--- config.mk ---
export PLATFORM = sky130hd
export DESIGN_NAME = qam_demapper_frame_ctrl_flat
export DESIGN_NICKNAME = d
export VERILOG_FILES = /design/src/rtl/qam_demapper_frame_ctrl_if.sv /design/src/rtl/qam_demapper_frame_ctrl.sv /design/src/flat_wrapper.sv
export SDC_FILE = /design/constraint.sdc
export NUM_CORES = 1
export LEC_CHECK = 0
export ABC_AREA = 0
export ABC_CLOCK_PERIOD_IN_PS = 3530
export CORE_ASPECT_RATIO = 1.4
export CORE_MARGIN = 2
export CORE_UTILIZATION = 30
export CTS_CLUSTER_SIZE = 8
export DETAILED_ROUTE_END_ITERATION = 10
export HOLD_SLACK_MARGIN = 0.06
export PLACE_DENSITY = 0.51
export SYNTH_ARGS = -nofsm -noshare
export SYNTH_HDL_FRONTEND = slang
export SYNTH_SLANG_ARGS = --single-unit
--- constraint.sdc ---
create_clock -name dclk -period 3.53 [get_ports dclk]
set_input_delay 0.353 -clock dclk [delete_from_list [all_inputs] [get_ports dclk]]
set_output_delay 0.353 -clock dclk [all_outputs]
set_load 0.05 [all_outputs]
--- src/rtl/qam_demapper_frame_ctrl_if.sv ---
// ---------------------------------------------------------------------------
// qam_demapper_frame_ctrl_if
//   Symbol stream bundle for the QAM demapper frame controller.
//
//   Signals
//     in_valid  : symbol strobe from the demapper (one symbol per high cycle)
//     in_data   : demapped symbol bits, DATA_W wide
//     out_ready : host accept
//     out_valid : output symbol valid
//     out_data  : FIFO head symbol (first-word-fall-through)
//
//   Handshake: an output transfer happens on every rising clock edge where
//   out_valid and out_ready are both high. out_valid never depends on
//   out_ready. out_data is stable while out_valid is high and no transfer
//   has happened. The input side has no back-pressure: a symbol presented
//   with in_valid that cannot be stored is dropped and counted.
//
//   Modports
//     master : the symbol source / host side (drives in_*, out_ready)
//     slave  : the frame controller (drives out_valid, out_data)
// ---------------------------------------------------------------------------
interface qam_demapper_frame_ctrl_if #(
  parameter int DATA_W = 6
) ();
  logic              in_valid;
  logic [DATA_W-1:0] in_data;
  logic              out_ready;
  logic              out_valid;
  logic [DATA_W-1:0] out_data;

  modport master (
    output in_valid,
    output in_data,
    output out_ready,
    input  out_valid,
    input  out_data
  );

  modport slave (
    input  in_valid,
    input  in_data,
    input  out_ready,
    output out_valid,
    output out_data
  );
endinterface

--- src/rtl/qam_demapper_frame_ctrl.sv ---
// ---------------------------------------------------------------------------
// qam_demapper_frame_ctrl
//   Collects demapped QAM symbols into a FIFO and releases them to the host
//   one frame at a time. A frame is ready once the FIFO holds at least the
//   frame threshold; the host then drains exactly that many symbols, with a
//   one-cycle complete pulse on the last one.
//
//   Parameters
//     DATA_W    : bits per symbol
//     DEPTH     : FIFO depth, power of two, >= 4
//     CONT_MODE : 0 = symbols accepted only while receiving,
//                 1 = symbols accepted in every non-idle state
//
//   Ports
//     dclk       : clock, rising edge
//     reset      : synchronous, active-high
//     enable     : low forces IDLE and flushes the FIFO
//     frame_len  : symbols per frame (0 or > DEPTH means DEPTH)
//     bus        : symbol in / symbol out stream (slave side)
//     available  : frame ready or being read out
//     complete   : pulse on the last transfer of a frame
//     level      : FIFO occupancy, 0..DEPTH
//     drop_count : saturating count of discarded symbols
//     overflow   : sticky drop flag, cleared in IDLE
//     state_dbg  : current FSM state encoding
// ---------------------------------------------------------------------------
module qam_demapper_frame_ctrl #(
  parameter  int DATA_W    = 6,
  parameter  int DEPTH     = 16,
  parameter  int CONT_MODE = 0,
  localparam int AW        = $clog2(DEPTH)
) (
  input  logic                      dclk,
  input  logic                      reset,
  input  logic                      enable,
  input  logic [AW:0]               frame_len,
  qam_demapper_frame_ctrl_if.slave  bus,
  output logic                      available,
  output logic                      complete,
  output logic [AW:0]               level,
  output logic [15:0]               drop_count,
  output logic                      overflow,
  output logic [1:0]                state_dbg
);

  localparam logic [AW:0] DEPTH_V = (AW+1)'(DEPTH);

  typedef enum logic [1:0] {
    S_IDLE    = 2'd0,
    S_RECEIVE = 2'd1,
    S_READY   = 2'd2,
    S_READOUT = 2'd3
  } state_t;

  state_t            state;
  state_t            state_next;

  logic [DATA_W-1:0] mem [DEPTH];
  logic [AW-1:0]     wr_ptr;
  logic [AW-1:0]     rd_ptr;
  logic [AW:0]       thr;
  logic [AW:0]       thr_sel;
  logic [AW:0]       frame_cnt;

  logic              fifo_full;
  logic              fifo_empty;
  logic              wr_permit;
  logic              wr_en;
  logic              rd_en;
  logic              drop;
  logic              flush;
  logic              load_thr;
  logic              load_cnt;

  // Out-of-range frame lengths fall back to a full-FIFO frame.
  assign thr_sel = ((frame_len != '0) && (frame_len <= DEPTH_V)) ? frame_len : DEPTH_V;

  assign fifo_full  = (level == DEPTH_V);
  assign fifo_empty = (level == '0);

  generate
    if (CONT_MODE != 0) begin : g_cont
      assign wr_permit = (state != S_IDLE);
    end else begin : g_frame
      assign wr_permit = (state == S_RECEIVE);
    end
  endgenerate

  // enable gates the write/drop decision so that drop_count holds while
  // the block is being forced back to IDLE.
  assign wr_en = enable & bus.in_valid & wr_permit & ~fifo_full;
  assign drop  = enable & bus.in_valid & (state != S_IDLE) & ~wr_en;
  assign flush = ~enable | (state == S_IDLE);

  assign bus.out_valid = (state == S_READOUT) & ~fifo_empty;
  // Masked when empty so the output is a clean zero after reset/flush.
  assign bus.out_data  = fifo_empty ? '0 : mem[rd_ptr];
  assign rd_en         = bus.out_valid & bus.out_ready;

  assign available = (state == S_READY) | (state == S_READOUT);
  assign state_dbg = state;

  // -------------------------------------------------------------------------
  // FSM next state and control strobes
  // -------------------------------------------------------------------------
  always_comb begin
    state_next = state;
    load_thr   = 1'b0;
    load_cnt   = 1'b0;
    complete   = 1'b0;

    case (state)
      S_IDLE: begin
        state_next = S_RECEIVE;
        load_thr   = 1'b1;
      end
      S_RECEIVE: begin
        // Registered level: a symbol written this cycle is not yet counted.
        if (level >= thr) begin
          state_next = S_READY;
        end
      end
      S_READY: begin
        if (bus.out_ready) begin
          state_next = S_READOUT;
          load_cnt   = 1'b1;
        end
      end
      S_READOUT: begin
        if (rd_en && (frame_cnt == (AW+1)'(1))) begin
          complete   = 1'b1;
          state_next = S_RECEIVE;
          load_thr   = 1'b1;
        end
      end
      default: begin
        state_next = S_IDLE;
      end
    endcase

    // A transfer that did happen still reports its complete pulse, but
    // enable low always wins the state decision.
    if (!enable) begin
      state_next = S_IDLE;
      load_thr   = 1'b0;
      load_cnt   = 1'b0;
    end
  end

  // -------------------------------------------------------------------------
  // State, pointers, counters
  // -------------------------------------------------------------------------
  always_ff @(posedge dclk) begin
    if (reset) begin
      state      <= S_IDLE;
      wr_ptr     <= '0;
      rd_ptr     <= '0;
      level      <= '0;
      thr        <= '0;
      frame_cnt  <= '0;
      drop_count <= '0;
      overflow   <= 1'b0;
    end else begin
      state <= state_next;

      if (load_thr) begin
        thr <= thr_sel;
      end

      if (load_cnt) begin
        frame_cnt <= thr;
      end else if (rd_en) begin
        frame_cnt <= frame_cnt - (AW+1)'(1);
      end

      if (flush) begin
        wr_ptr <= '0;
        rd_ptr <= '0;
        level  <= '0;
      end else begin
        if (wr_en) begin
          wr_ptr <= wr_ptr + AW'(1);
        end
        if (rd_en) begin
          rd_ptr <= rd_ptr + AW'(1);
        end
        // Simultaneous write and read leaves the occupancy unchanged.
        case ({wr_en, rd_en})
          2'b10:   level <= level + (AW+1)'(1);
          2'b01:   level <= level - (AW+1)'(1);
          default: level <= level;
        endcase
      end

      if (drop && (drop_count != 16'hFFFF)) begin
        drop_count <= drop_count + 16'd1;
      end

      if (flush) begin
        overflow <= 1'b0;
      end else if (drop) begin
        overflow <= 1'b1;
      end
    end
  end

  // Storage array carries no reset; validity is tracked by the pointers.
  always_ff @(posedge dclk) begin
    if (wr_en) begin
      mem[wr_ptr] <= bus.in_data;
    end
  end

endmodule

--- src/flat_wrapper.sv ---
// flat-port wrapper written by rule: the top's interface ports become plain ports
module qam_demapper_frame_ctrl_flat 
#(
  parameter  int DATA_W    = 6,
  parameter  int DEPTH     = 16,
  parameter  int CONT_MODE = 0,
  localparam int AW        = $clog2(DEPTH)
)
  (dclk, reset, enable, frame_len, available, complete, level, drop_count, overflow, state_dbg, bus_in_valid, bus_in_data, bus_out_ready, bus_out_valid, bus_out_data);
  qam_demapper_frame_ctrl_if #(.DATA_W(DATA_W)) bus_i ();
  input  logic dclk;
  input  logic reset;
  input  logic enable;
  input  logic [AW:0] frame_len;
  output logic available;
  output logic complete;
  output logic [AW:0] level;
  output logic [15:0] drop_count;
  output logic overflow;
  output logic [1:0] state_dbg;
  input wire logic [$bits(bus_i.in_valid)-1:0] bus_in_valid;
  input wire logic [$bits(bus_i.in_data)-1:0] bus_in_data;
  input wire logic [$bits(bus_i.out_ready)-1:0] bus_out_ready;
  output wire logic [$bits(bus_i.out_valid)-1:0] bus_out_valid;
  output wire logic [$bits(bus_i.out_data)-1:0] bus_out_data;
  assign bus_i.in_valid = bus_in_valid;
  assign bus_i.in_data = bus_in_data;
  assign bus_i.out_ready = bus_out_ready;
  assign bus_out_valid = bus_i.out_valid;
  assign bus_out_data = bus_i.out_data;
  qam_demapper_frame_ctrl #(.DATA_W(DATA_W), .DEPTH(DEPTH), .CONT_MODE(CONT_MODE)) u_core (.dclk(dclk), .reset(reset), .enable(enable), .frame_len(frame_len), .bus(bus_i), .available(available), .complete(complete), .level(level), .drop_count(drop_count), .overflow(overflow), .state_dbg(state_dbg));
endmodule
==> out/metrics.csv <==
stage,metric,value,unit
route,drc,0,
die,die_h,175,microns
sta,drv_slew,0,
sta,min_period,3.24,ns
layout,diodes,0,
setup_path,required,3.86,ns
setup_path,worst-path-max-fanout,9,
logic_synthesis,ys_warn_count,0,
route,drt_wl_total,14100,microns
logic_synthesis,yosysSeqAreaShare,60.6,%
sta,worst_pin_slew,0.681,ns
sta,rsz0062_at_grt,no,
min_path,hp-class,reg2reg,
flow_run,drv_cap,0,
global_route,grt_pass1_vias,4076,
setup_path,crit_top_cell,ha_1,
clock_network,clock_path_buffers,2,
global_route,grt_pass1_wl,22300,microns
setup_path,crit_arrival,3.57,ns
route,postRouteAntennaNets,0,
layout,syn_to_final_growth,20.9,%
logic_synthesis,synth_flop_cell,edfxtp_1,
clock_network,ctsResizeCount,0,
setup_path,end_kind,register,
clock_network,clock_latency,0.41,ns
setup_path,cp_slowest_cell,or4_4,
route,drt-initial-drc-count,185,
sta,hold_viol_final,0,
global_route,antenna_found_initial,0,
sta,fmax,0.308,GHz
clock_network,cts_tree,yes,
clock_network,cts-root-buf,clkbuf_16,
die,die_x,126,microns
setup_path,path_depth,11,
logic_synthesis,synth-edff-count,96,
route,routed_via_density,4.90,
logic_synthesis,ys_seq_elements,142,
route,post_drt_wl_per_cell,17.7,microns
die,core_area,20600,sq um
power_and_ir_drop,p_leak,0.00244,uW
setup_path,cpPeakStageDelay,0.62,ns
logic_synthesis,netlist_area,6270,sq um
place,io_buffers,48,
clock_network,numCtsBuffers,17,
sta,fin_skew,0.00991,ns
logic_synthesis,synth_area_leaders,"edfxtp_1 46%, dfxtp_1 15%, mux4_2 8.6%",
logic_synthesis,async_flop_share,0,%
layout,nNetsFinal,562,
logic_synthesis,synth.distinct_cells,50,
setup_path,path_delay_family,simple AND/OR/NAND/NOR gates,
logic_synthesis,synth_fp_nets,507,
place,dpl.cell_count,761,
clock_network,ctsHtreeMaxLevel,4,
setup_path,critPathKind,reg2reg,
setup_path,crit_end,u_core.level[4],
place,place_hpwl,9860,microns
setup_path,crit_path_start,u_core.level[0],
setup_path,start_kind,register,
sta,finalCritPeriodShare,91.9,%
logic_synthesis,postSynthAreaPerCell,13.4,sq um
layout,post-route-util,36.9,%
logic_synthesis,synthTopCellsByCount,"96 x edfxtp_1, 51 x nor2_1, 46 x dfxtp_1, 25 x nand2_1, 24 x mux4_2",
die,rows,62,
sta,setup_tns,0,ns
global_route,grt_overflow,0,
die,dieArea,22100,sq um
clock_network,postCtsSetupBuffers,0,
power_and_ir_drop,power,3560,uW
setup_path,rr_worst_depth,11,
logic_synthesis,yosysMostFrequentCell,edfxtp_1,
power_and_ir_drop,irDropWorstVdd,0.000327,V
sta,setup_viol,0,
global_route,track_usage,13.2,%
setup_path,rr_endpoint,u_core.level[4],
route,vias,3884,
setup_path,reg2reg_slack,0.29,ns
place,place_congestion,0.798,
clock_network,clkTransAtPathRegs,0.06,ns
route,drt_first_pass_iters,4,
setup_path,r2r_start,u_core.level[0],
global_route,grt_max_degree,30,
setup_path,crit_chain,or4_4 -> o2111a_1 -> inv_1 -> ha_1 -> xor2_1 -> ha_1 -> nor2_1 -> o32ai_1 -> a221oi_1 -> or3_1 -> a21oi_1,
outcome,outcome,finished clean,
clock_network,cts_sinks,142,
layout,stdcell_count,793,
setup_path,critPathBufInv,1,
sta,relSlewSlack,54.5,%
layout,drive_gt1_share,13.4,%
logic_synthesis,synthCells,469,
die,io_pins,49,
logic_synthesis,yosys.area.top_type,edfxtp_1,
logic_synthesis,yosysTopAreaCellShare,46.0,%
power_and_ir_drop,p_per_area,469,nW/um^2
clock_network,cts-hold-fix-buffers,0,
die,initial_core_util,30.5,%
-- placed cells by master, fill, tap and decap left out, types with 2 or more instances in the layout --
cell and instances:
edfxtp_1 96, nor2_1 51, clkdlybuf4s50_1 48, dfxtp_1 46, nand2_1 25, mux4_2 24, ha_1 22, inv_1 21
xor2_1 17, clkbuf_16 17, mux2i_1 15, a21oi_1 14, nand3_1 13, nand2b_1 11, nand4_1 9, buf_4 9
inv_6 8, o22ai_1 7, xnor2_1 7, nor3_1 6, nor4_1 6, a211oi_1 6, nor2b_1 5, o21ai_0 5
or4_1 4, nand3b_1 4, clkinvlp_4 4, nor4b_1 3, o21ai_1 3, or3_1 3, o21a_1 2, or2_2 2
mux2_1 2, nor3b_1 2
-- registers in the layout (all words and copies together) (netlist names), named ones only --
name	count
u_core.drop_count	16
u_core.frame_cnt	5
u_core.level	5
u_core.mem	96
u_core.overflow	1
u_core.rd_ptr	4
u_core.state_dbg	2
u_core.thr	5
u_core.wr_ptr	4
-- metal layers --
layer	routed length (microns)	part of all wire, %	up-vias	track usage (%)
met4	180	1.3	0	4.49
met1	5750	41	1912	14.5
met2	7570	54	96	24.3
met3	572	4.1	14	3.52
li1	-	-	1862	-
met5	0	0	-	0
-- area by class of cell --
class                           count  area (sq um)
Fill cell                        1958         13000
Sequential cell                   142          3800
Multi-Input combinational cell    284          2280
Timing Repair Buffer               57           548
Clock buffer                       18           429
Tap cell                          256           320
Clock inverter                     14           120
Inverter                           22          82.6
-- per-stage QoR --
step	hold slack (ns)	cell area [sq um]	worst slack, ns
floorplan	0.452	6270	0.209
global placement	0.471	7040	0.417
detailed placement	0.470	7040	0.375
CTS	0.483	7580	0.302
global route	0.507	7580	0.0240
finish	0.483	7580	0.285
-- worst min path at each step --
| stage | to | startpoint | cells after the start |
|---|---|---|---|
| 6_report | u_core.frame_cnt[1] | u_core.frame_cnt[1] | 2 |
| 5_1_grt | u_core.frame_cnt[1] | u_core.frame_cnt[1] | 2 |
| 4_1_cts | u_core.frame_cnt[1] | u_core.frame_cnt[1] | 2 |
| 3_5_place_dp | u_core.overflow | u_core.overflow | 2 |
| 3_3_place_gp | u_core.overflow | u_core.overflow | 2 |
| 2_1_floorplan | u_core.mem[0][0] | bus_in_data[0] | 0 |
-- tightest hold or removal path: stages, from the launching register on --
cell     delay (ns)
dfxtp_1        0.32
nand3_1        0.06
a21oi_1        0.06
-- kinds of logic after synthesis --
family,Yosys count,synth area share [%]
AOI/OAI and AO/OA,49,5.27
adders and majority gates,22,4.39
DFF,142,60.6
and+or+nand+nor,148,12.0
xor gates and xnor gates,24,3.35
buffers and inverters,43,2.99
muxes,41,11.4
-- report_power, final --
group	internal, uW	total (uW)	switching [uW]
clock network	921	1660	735
logic	41.8	117	74.9
registers	1780	1790	6.56
No activity file was read; power rests on OpenSTA's default activity.
